`config.mk`:
```
export PLATFORM = sky130hd
export DESIGN_NAME = dac_drive_5d
export DESIGN_NICKNAME = d
export VERILOG_FILES = /design/src/rtl/dac_drive_5d.sv
export SDC_FILE = /design/constraint.sdc
export NUM_CORES = 1
export LEC_CHECK = 0
export CAP_MARGIN = 25
export CELL_PAD_IN_SITES_DETAIL_PLACEMENT = 1
export CELL_PAD_IN_SITES_GLOBAL_PLACEMENT = 1
export CORE_MARGIN = 1.5
export CORE_UTILIZATION = 25
export CTS_BUF_LIST = sky130_fd_sc_hd__clkbuf_8
export CTS_CLUSTER_DIAMETER = 60
export CTS_CLUSTER_SIZE = 14
export DETAILED_ROUTE_END_ITERATION = 8
export PLACE_DENSITY_LB_ADDON = 0.08
export SLEW_MARGIN = 20
export SYNTH_ARGS = -nofsm -noshare
export SYNTH_HDL_FRONTEND = slang
export SYNTH_SLANG_ARGS = --single-unit
```
`constraint.sdc`:
```
create_clock -name clk -period 3.1 [get_ports clk]
set_input_delay 0.31 -clock clk [delete_from_list [all_inputs] [get_ports clk]]
set_output_delay 0.31 -clock clk [all_outputs]
set_load 0.03 [all_outputs]
```
`src/rtl/dac_drive_5d.sv`:
```
`default_nettype none
// ============================================================================
// Module   : dac_drive_5d
// Purpose  : DAC transmit data path. Registers DAC sample words, optionally
//            converts two's complement to offset binary, and drives every bit
//            onto an LVDS pin pair through one OBUFDS. A built-in pattern
//            source and an underrun counter support board bring-up.
// Ports    : clk          - DAC sample clock, rising edge
//            rst          - asynchronous, active-high reset
//            din          - sample word (PINCOUNT bits)
//            din_valid    - din carries a new sample this cycle
//            twos         - 1: din is two's complement (MSB inverted)
//            mode         - 0=data, 1=midscale, 2=ramp, 3=toggle
//            clr_under    - synchronous clear of underrun_cnt
//            outp / outn  - LVDS positive / negative legs
//            underrun_cnt - saturating count of missed samples while armed
//            armed        - set by the first din_valid seen in mode 0
// Config   : `define DAC_PATTERN_EN enables the ramp and toggle sources.
//            Without it, modes 2 and 3 output midscale.
// Revision : 1.0 - initial release
// ============================================================================
module dac_drive_5d #(
  parameter int PINCOUNT = 16,
  parameter int UCW      = 16
) (
  input  logic                clk,
  input  logic                rst,
  input  logic [PINCOUNT-1:0] din,
  input  logic                din_valid,
  input  logic                twos,
  input  logic [1:0]          mode,
  input  logic                clr_under,
  output logic [PINCOUNT-1:0] outp,
  output logic [PINCOUNT-1:0] outn,
  output logic [UCW-1:0]      underrun_cnt,
  output logic                armed
);

  localparam logic [1:0] c_mode_data = 2'd0;
  localparam logic [1:0] c_mode_mid  = 2'd1;
  localparam logic [1:0] c_mode_ramp = 2'd2;
  localparam logic [1:0] c_mode_tog  = 2'd3;

  localparam logic [PINCOUNT-1:0] c_midscale = {1'b1, {(PINCOUNT-1){1'b0}}};
  localparam logic [UCW-1:0]      c_cnt_max  = {UCW{1'b1}};
  localparam logic [UCW-1:0]      c_cnt_one  = {{(UCW-1){1'b0}}, 1'b1};

  logic [PINCOUNT-1:0] r_s1;
  logic [PINCOUNT-1:0] r_s2;
  logic [PINCOUNT-1:0] w_s1_next;
  logic [PINCOUNT-1:0] w_data_conv;
  logic [UCW-1:0]      r_underrun_cnt;
  logic                r_armed;
  logic                w_miss;

  // Offset binary is two's complement with the sign bit flipped.
  assign w_data_conv = twos ? {~din[PINCOUNT-1], din[PINCOUNT-2:0]} : din;

`ifdef DAC_PATTERN_EN
  localparam logic [PINCOUNT-1:0] c_ramp_one = {{(PINCOUNT-1){1'b0}}, 1'b1};

  logic [1:0]          r_mode_prev;
  logic [PINCOUNT-1:0] r_ramp;
  logic [PINCOUNT-1:0] w_ramp_cur;
  logic                r_tog;
  logic                w_tog_cur;

  // On the first cycle in a pattern mode the source restarts, so the word
  // emitted on entry is 0 for both ramp and toggle. r_mode_prev resets to
  // data mode, so a pattern mode held through reset also restarts at 0.
  assign w_ramp_cur = (r_mode_prev != c_mode_ramp) ? '0   : r_ramp;
  assign w_tog_cur  = (r_mode_prev != c_mode_tog)  ? 1'b0 : r_tog;

  always_ff @(posedge clk or posedge rst) begin
    if (rst) begin
      r_mode_prev <= c_mode_data;
      r_ramp      <= '0;
      r_tog       <= 1'b0;
    end else begin
      r_mode_prev <= mode;
      if (mode == c_mode_ramp) begin
        r_ramp <= w_ramp_cur + c_ramp_one;
      end
      if (mode == c_mode_tog) begin
        r_tog <= ~w_tog_cur;
      end
    end
  end

  always_comb begin
    w_s1_next = r_s1;
    case (mode)
      c_mode_data: w_s1_next = din_valid ? w_data_conv : r_s1;
      c_mode_mid:  w_s1_next = c_midscale;
      c_mode_ramp: w_s1_next = w_ramp_cur;
      c_mode_tog:  w_s1_next = {PINCOUNT{w_tog_cur}};
      default:     w_s1_next = c_midscale;
    endcase
  end
`else
  // Pattern sources are not built; every non-data mode emits midscale.
  always_comb begin
    w_s1_next = r_s1;
    case (mode)
      c_mode_data: w_s1_next = din_valid ? w_data_conv : r_s1;
      default:     w_s1_next = c_midscale;
    endcase
  end
`endif

  // s1: select/convert stage. s2: output register, intended for IOB packing.
  // Holding s1 on a missing sample avoids a glitch back to midscale.
  always_ff @(posedge clk or posedge rst) begin
    if (rst) begin
      r_s1 <= c_midscale;
      r_s2 <= c_midscale;
    end else begin
      r_s1 <= w_s1_next;
      r_s2 <= r_s1;
    end
  end

  always_ff @(posedge clk or posedge rst) begin
    if (rst) begin
      r_armed <= 1'b0;
    end else if ((mode == c_mode_data) && din_valid) begin
      r_armed <= 1'b1;
    end
  end

  assign w_miss = r_armed && (mode == c_mode_data) && !din_valid;

  // Clear wins over increment; the count saturates at all-ones.
  always_ff @(posedge clk or posedge rst) begin
    if (rst) begin
      r_underrun_cnt <= '0;
    end else if (clr_under) begin
      r_underrun_cnt <= '0;
    end else if (w_miss && (r_underrun_cnt != c_cnt_max)) begin
      r_underrun_cnt <= r_underrun_cnt + c_cnt_one;
    end
  end

  assign underrun_cnt = r_underrun_cnt;
  assign armed        = r_armed;

  generate
    for (genvar gi = 0; gi < PINCOUNT; gi++) begin : g_pin
      OBUFDS u_obufds (
        .I  (r_s2[gi]),
        .O  (outp[gi]),
        .OB (outn[gi])
      );
    end
  endgenerate

endmodule

// ============================================================================
// Module   : OBUFDS
// Purpose  : Behavioural stand-in for the differential output buffer cell.
//            The vendor library cell replaces this in implementation.
// Ports    : I  - single-ended input
//            O  - positive leg
//            OB - negative leg
// Revision : 1.0 - initial release
// ============================================================================
module OBUFDS (
  input  logic I,
  output logic O,
  output logic OB
);
  assign O  = I;
  assign OB = ~I;
endmodule
`default_nettype wire

```
# ---- Yosys cells after proc, flatten, opt, wreduce, memory -nomap -nowiden
# Cells that the tools add are included.
dict set report totals {
  regBits 49
  latchBits 0
  mem_bits_rw 0
  romBits 0
  output_inout_bits 49
  wordCells 36
  mem_count 0
}
dict set report classes {
  add_sub_neg 1
  mul 0
  div 0
  n_lt_le_gt_ge 0
  eq_ne 2
  shifts 0
  n_mux 5
  bitwise_logic 17
  n_reduce_logical 7
}
# cell n
set ops {}
lappend ops {{$mux 16} 5}
lappend ops {{$not 1->1} 17}
lappend ops {{$add 16x1->16 const B} 1}
lappend ops {{$ne 16x16->1 const B} 1}
lappend ops {{$logic_and 1x1->1} 4}
lappend ops {{$logic_not 2->1} 1}
lappend ops {{$ne 2x2->1 const B} 1}
lappend ops {{$reduce_bool 2->1} 1}
lappend ops {{$logic_not 1->1} 1}

# ---- Logic depth before layout (Yosys ltp)
# Gate-level depths: netlist (run 1).
dict set report logic_depth {
  depth_word 6
  depth_mapped 7
  depth_no_buf 5
}

# ---- Modules after synthesis
# From an unflattened synthesis (run 1), not the netlist that was laid out.
dict set report hier_totals {
  hier_cells 180
  area_unflattened_um2 2117.0
}
# module instances cells_each area_each_um2 seq_area_each_um2
set by_module_without_submodules {}
lappend by_module_without_submodules {dac_drive_5d 1 148 1936.9 1228.7}
lappend by_module_without_submodules {OBUFDS 16 2 11.3 0.0}

# ---- Worst setup path after synthesis (run 1)
# OpenSTA, ideal clock, no wires.
dict set report synth_path {
  path_type {reg2reg}
  startpoint {reg r_underrun_cnt[0], in the netlist underrun_cnt[0]}
  endpoint {reg r_underrun_cnt[10], in the netlist underrun_cnt[10]}
  setup_ps 78
  arrival_time_ps 1920
  t_required_ps 3022
  path_slack_ps 1102
  stages_incl_launch_ff 7
  path_buffers 1
  period_less_slack_ps 1998
  cell_sequence {dfrtp_1 > ha_1 > and4_1 > and4_1 > clkbuf_1 > or4_1 > a21oi_1}
}
dict set report synth_via {
  elab_chain_len 3
}
# item line
set synth_rtl {}
lappend synth_rtl {{from (decl)} 52} ;# logic [UCW-1:0] r_underrun_cnt;
lappend synth_rtl {{from (signal assigned)} 140} ;# r_underrun_cnt <= r_underrun_cnt + c_cnt_one;
lappend synth_rtl {{$add 16x1->16 / $ne 16x16->1 (equally long branches)} {140, 139}}
lappend synth_rtl {{$mux 16 / $logic_and 1x1->1 (equally long branches)} 139} ;# end else if (w_miss && (r_underrun_cnt != c_cnt_max)) begin
lappend synth_rtl {{$mux 16 / $reduce_bool 2->1 (equally long branches)} -}
# Parallel ways exist; a longest one is shown, timed or not. The select of a mux whose other input is x is not followed.
# A chain may end at the register's enable or synchronous reset.

# ---- Worst setup path after layout (run 1)
dict set report layout_path {
  startpoint {in mode[1]}
  endpoint {reg r_underrun_cnt[9], in the netlist underrun_cnt[9]}
}
dict set report layout_via {
  elab_chain_len 5
}
# item line
set layout_rtl {}
lappend layout_rtl {{from (decl)} 31} ;# input logic [1:0] mode,
lappend layout_rtl {{$logic_not 2->1} 131} ;# assign w_miss = r_armed && (mode == c_mode_data) && !din_valid;
lappend layout_rtl {{$logic_and 1x1->1 (2 in a row)} 131}
lappend layout_rtl {{$logic_and 1x1->1} 139}
lappend layout_rtl {{$reduce_bool 2->1 (no source line)} -}
# No other way between the ends.

==> flow_summary_export.csv, run 1 <==
group,metric,value,unit
logic_synthesis,syn_area,2270,sq um
sta,hold_viol,0,
placed_design,placed_cell_area,2890,sq um
grt,grt_pass1_wl,9330,um
pwr,vdd_drop_max,0.157,mV
floorplan,start_util,26.0,%
placed_design,port_buffers,71,
placed_design,hpwl,3950,um
logic_synthesis,syn_area_per_cell,10.9,sq um
cts,postCtsHoldBufs,0,
cells_and_area,final_cell_mix,"clkdlybuf4s50_1, dfrtp_1, inv_1",
cells_and_area,final_nets,277,
setup_path,worstReg2RegEnd,"underrun_cnt[10]",
pwr,leakagePower,1.24,nW
logic_synthesis,synthSimpleGateAreaFrac,16.6,%
setup_path,worst_setup_path_start_kind,"primary input",
sta,rsz0062_at_grt,"no",
routing,totalWireLength,5430,um
logic_synthesis,synth-seq-cells,49,
worst_hold_path,worstHoldPathCells,0,
status,status,"finished clean",
setup_path,arrival,2470,ps
cts,cts_resized,0,
logic_synthesis,synth_edf_count,0,
sta,post-route-period-util,72.7,%
cells_and_area,antenna_cells,0,
cts,clock_path_buffers,2,
floorplan,die_x,98.4,um
logic_synthesis,synthAdderAreaFrac,0.550,%
sta,setup_tns,0,ps
sta,min_period,2250,ps
routing,drc,0,
logic_synthesis,syn_inst,209,
worst_hold_path,hold_end,"r_s2[15]",
setup_path,rrSetupSlack,990,ps
grt,grt_max_degree,30,
routing,final_antenna_net_count,0,
logic_synthesis,synth_xor_area_share,0.385,%
floorplan,die_area,9680,sq um
routing,first_pass_iters,4,
grt,globalRouteTotalUtil,11.9,%
sta,drv_slew,0,
logic_synthesis,synth_cell_types,32,
sta,fmax,444,MHz
sta,fin_ws,848,ps
logic_synthesis,yosysWarningCount,0,
floorplan,coreArea,8760,sq um
cells_and_area,mostFrequentLayoutCell,"clkdlybuf4s50_1",
logic_synthesis,async_flop_share,100,%
grt,grt_pass1_vias,1808,
cts,cts_buffers,5,
setup_path,worstPathRequired,3320,ps
routing,drt-initial-drc-count,39,
worst_hold_path,holdCritPathClass,"reg2reg",
cts,cts_sinks,49,
cts,insertion_delay,300,ps
cts,postCtsSetupRepairBufs,0,
cells_and_area,area_growth,32.5,%
sta,worstMarginPinSlew,708,ps
setup_path,worstReg2RegStart,"underrun_cnt[0]",
logic_synthesis,muxShareOfSynthArea,0.990,%
routing,vias_per_cell,4.66,
setup_path,path_max_fanout,8,
routing,wl_per_cell,15.0,um
grt,overflow,0,
logic_synthesis,synth_nets,233,
sta,setup_viol,0,
logic_synthesis,synth-compound-area-share,12.8,%
grt,antenna_found_initial,0,
setup_path,reg2reg_depth,5,
setup_path,critPathKind,"in2reg",
cts,cts_root_buf,"clkbuf_8",
logic_synthesis,synth_top_family_by_area,"simple AND/OR/NAND/NOR gates",
floorplan,io_pins,72,
cells_and_area,fillers,976,
worst_hold_path,hold_start,"r_s1[15]",
sta,skew,3.49,ps
cells_and_area,fin_area,3010,sq um
placed_design,pre_cts_ws,557,ps
floorplan,rows,34,
cells_and_area,drive_gt1_share,7.87,%
logic_synthesis,yosysSeqAreaShare,54.0,%
pwr,p_per_area,423,nW/um^2
floorplan,fp.dieH,98.4,um
pwr,power,1.27,mW
cts,h-tree-depth,2,
setup_path,cp-end-kind,"flop",
cts,clkTransAtPathRegs,90,ps
cts,cts_tree,"built",
logic_synthesis,synth_ff_type,"dfrtp_1",
sta,maxSlewHeadroom,52.7,%
routing,vias,1688,
flow_run,maxCapViolCount,0,
placed_design,gp_congestion,0.706,
==> power breakdown <==
part	leakage, nW	internal (mW)	switching [mW]
combinational	0.523	0.0601	0.0707
clock	0.0574	0.263	0.219
sequential	0.664	0.653	0.00835
==> logic make-up after synthesis <==
family / count (synthesis)
DFF: 49
muxes: 2
and+or+nand+nor: 57
adders and majority gates: 1
xor gates and xnor gates: 1
buffers and inverters: 57
AOI/OAI and AO/OA: 42
==> cells in the mapped netlist (2+ instances only) <==
cell type / number / area, sq um
mux2_1: 2 / 22.5
o41ai_1: 2 / 17.5
dfstp_2: 2 / 52.6
or3_1: 3 / 18.8
a22o_1: 15 / 131
nand4_1: 5 / 31.3
nor2b_1: 2 / 12.5
or4_1: 6 / 45.0
clkbuf_1: 5 / 18.8
nor3b_1: 2 / 15.0
inv_1: 19 / 71.3
nor4_1: 2 / 12.5
o31ai_1: 7 / 52.6
nor2_1: 4 / 15.0
nand2_1: 6 / 22.5
and4_1: 5 / 43.8
o21ai_0: 3 / 15.0
a21oi_1: 15 / 75.1
nand3_1: 10 / 50.1
dfrtp_1: 47 / 1180
buf_4: 32 / 240
and3_1: 5 / 31.3
==> final cells by class <==
cell class / instances / area (sq um) / area share [%]
multi-input cells: 103 / 717 / 23.8
inverters: 19 / 71.3 / 2.37
clock inverters: 2 / 37.5 / 1.25
flip-flops and latches: 49 / 1230 / 40.8
repair buffers: 75 / 741 / 24.6
well taps: 108 / 135 / 4.49
clock buffers: 6 / 82.6 / 2.74
==> sequential cells by signal, summed over array words and instances (netlist names) <==
name          count
r_s1             16
r_s2             16
underrun_cnt     16
armed             1
==> worst max path at each step <==
| stage | startpoint | end | slack [ps] |
|---|---|---|---|
| after global placement | mode[1] | underrun_cnt[9] | 630 |
| final | mode[1] | underrun_cnt[9] | 850 |
| after global routing | mode[1] | underrun_cnt[14] | 640 |
| after CTS | mode[1] | underrun_cnt[10] | 870 |
| after detailed placement | mode[1] | underrun_cnt[14] | 560 |
| after floorplan | underrun_cnt[0] | underrun_cnt[10] | 1100 |
==> worst max-delay path: stages <==
cell             delay (ps)
clkdlybuf4s50_1         520
nor4b_4                 610
nand4_2                 310
or4b_1                  560
a21oi_1                 150
==> stage by stage <==
stage          cells  util, %  hold slack [ps]
2_1_floorplan    209        -              354
3_3_place_gp     354     33.0              358
3_5_place_dp     354     33.0              362
4_1_cts          362     34.4              378
5_1_grt          362     34.4              386
6_report         362     34.4              373
==> routing by layer <==
metal  part of all wire (%)  global-route usage (%)  vias to the layer above  wire [um]
met5                      0                       0                        -          0
met4                   0.88                    3.25                        0         48
met3                    3.6                    2.51                        6        194
met2                     46                    18.2                       45       2480
met1                     50                    17.1                      833       2700
li1                       -                       -                      804          -
(Power assumes the default switching activity.)
==> run 2, diff against run 1 <==
- clock period: 3.1 -> 1.9 ns (I/O delays scaled with it)
==> flow_summary_export.csv, run 2 (synthesis results as in run 1) <==
group,metric,value,unit
status,status,"finished clean",
setup_path,path_delay_family,"simple AND/OR/NAND/NOR gates",
setup_path,critPathKind,"reg2reg",
cells_and_area,fin_area,3220,sq um
pwr,power_frac_seq,54.2,%
setup_path,slowest_delay,520,ps
sta,fmax,550,MHz
pwr,leakagePower,1.38,nW
sta,rsz0062_at_grt,"no",
grt,grt_pass1_vias,1867,
sta,post-route-period-util,95.6,%
grt,grt_max_degree,37,
floorplan,fp.dieH,98.4,um
cells_and_area,mostFrequentLayoutCell,"clkdlybuf4s50_1",
pwr,p_int,1.45,mW
pwr,vdd_drop_max,0.281,mV
cts,cts_sinks,49,
setup_path,cp-end-kind,"flop",
placed_design,pre_cts_ws,-188,ps
floorplan,rows,34,
setup_path,worstPathRequired,2140,ps
sta,min_period,1820,ps
cts,postCtsHoldBufs,0,
placed_design,hpwl,4430,um
sta,hold_viol,0,
cts,cts_tree,"built",
cts,h-tree-depth,2,
grt,antenna_found_initial,0,
grt,met2_usage,20.4,%
setup_path,reg2reg_depth,6,
grt,globalRouteTotalUtil,12.9,%
placed_design,gp_congestion,0.725,
cells_and_area,drive_gt1_share,18.8,%
floorplan,die_area,9680,sq um
routing,final_antenna_net_count,0,
flow_run,maxCapViolCount,0,
floorplan,io_pins,72,
cts,insertion_delay,310,ps
cts,clkTransAtPathRegs,110,ps
pwr,p_per_area,618,nW/um^2
pwr,p_sw_share,27.4,%
sta,skew,9.50,ps
grt,grt_use_met1,17.9,%
setup_path,worst_setup_path_start_kind,"flop",
cts,cts_root_buf,"clkbuf_8",
sta,fin_ws,83.2,ps
cells_and_area,fin_cells,390,
setup_path,worstReg2RegEnd,"underrun_cnt[12]",
sta,drv_slew,0,
cells_and_area,final_nets,305,
routing,wl_per_cell,15.5,um
cts,cts_buffers,5,
worst_hold_path,holdCritPathClass,"in2async",
pwr,power_frac_comb,11.6,%
cts,clock_path_buffers,2,
sta,maxSlewHeadroom,72.0,%
placed_design,placed_cell_area,3120,sq um
setup_path,arrival,2050,ps
cells_and_area,final_cell_mix,"clkdlybuf4s50_1, dfrtp_1, buf_4",
pwr,clockPowerShare,34.2,%
floorplan,die_x,98.4,um
setup_path,rrSetupSlack,80,ps
placed_design,dpl.cell_count,382,
setup_path,cp.depth,6,
cells_and_area,area_growth,41.5,%
grt,overflow,0,
floorplan,coreArea,8760,sq um
sta,worstMarginPinSlew,419,ps
floorplan,start_util,26.0,%
routing,totalWireLength,6060,um
setup_path,path_max_fanout,4,
setup_path,critPathCapture,"underrun_cnt[12]",
routing,drt-initial-drc-count,61,
routing,first_pass_iters,4,
placed_design,port_buffers,71,
routing,drc,0,
routing,vias_per_cell,4.67,
sta,setup_viol,0,
setup_path,worstReg2RegStart,"underrun_cnt[0]",
setup_path,crit_start,"underrun_cnt[0]",
setup_path,slowest_stage,"or4_1",
cts,postCtsSetupRepairBufs,0,
setup_path,timing.critical_path.buf_inv,1,
pwr,p_sw,545,uW
setup_path,crit_path_cell_trace,"ha_2, and4_4, buf_4, nand2_1, or4_1, a21oi_1",
grt,grt_pass1_wl,9900,um
grt,use_met3,3.01,%
grt,busiest_layer,"met2",
routing,vias,1823,
cells_and_area,antenna_cells,0,
==> run 2: repair_timing <==
item,in CTS,in global routing
gates cloned,0,0
pin swaps,0,0
endpoints found under the setup margin,4,6
gates resized for setup,1,3
==> run 2: layer usage <==
metal / share of wire (%) / vias up
li1: - / 865
met1: 47 / 913
met2: 48 / 41
met3: 3.9 / 4
met4: 0.63 / 0
met5: 0 / -
==> run 2: power groups by stage <==
stage / sequential [mW] / combinational, mW / clock (mW)
floorplan: 1.10 / 0.128 / 0
global placement: 1.10 / 0.234 / 0
detailed placement: 1.10 / 0.235 / 0
global route: 1.08 / 0.248 / 0.747
finish: 1.08 / 0.231 / 0.682
CTS: 1.08 / 0.236 / 0.708
==> run 2: worst min-delay path by stage <==
stage                         from         endpoint  slack [ps]  cells after the start
after floorplan             din[0]          r_s1[0]         320                      1
after global placement     r_s1[9]          r_s2[9]         360                      0
after detailed placement  r_s1[15]         r_s2[15]         360                      0
after CTS                      rst  underrun_cnt[7]         190                      2
after global routing           rst          r_s1[5]         190                      2
final                          rst  underrun_cnt[7]         170                      2
==> run 2: final cells by class <==
class / instances / area, sq um
tap: 108 / 135
clock inverter: 3 / 25.0
timing repair buffer: 103 / 963
clock buffer: 5 / 68.8
inverter: 19 / 71.3
multi-input combinational: 103 / 724
fill: 986 / 5540
sequential: 49 / 1230
==> run 2: worst register-to-register path, cell delays in order, from the launching register on <==
cell and delay, ps:
dfrtp_2 380, ha_2 220, and4_4 250, buf_4 110
nand2_1 110, or4_1 520, a21oi_1 160
==> run 2: through the flow <==
step                      utilization, %  setup TNS (ps)  power, mW  hold WS, ps
after floorplan                        -               0       1.23          323
after global placement              35.6            -506       1.33          358
after CTS                           36.7               0       2.02          191
final                               36.7               0       1.99          167
after detailed placement            35.6            -785       1.33          359
after global routing                36.7               0       2.08          193
==> run 3, diff against run 2 <==
- GPL_ROUTABILITY_DRIVEN: default -> 0
==> results of run 3 <==
The final DEF is identical to that of run 2; final timing and power are the same.
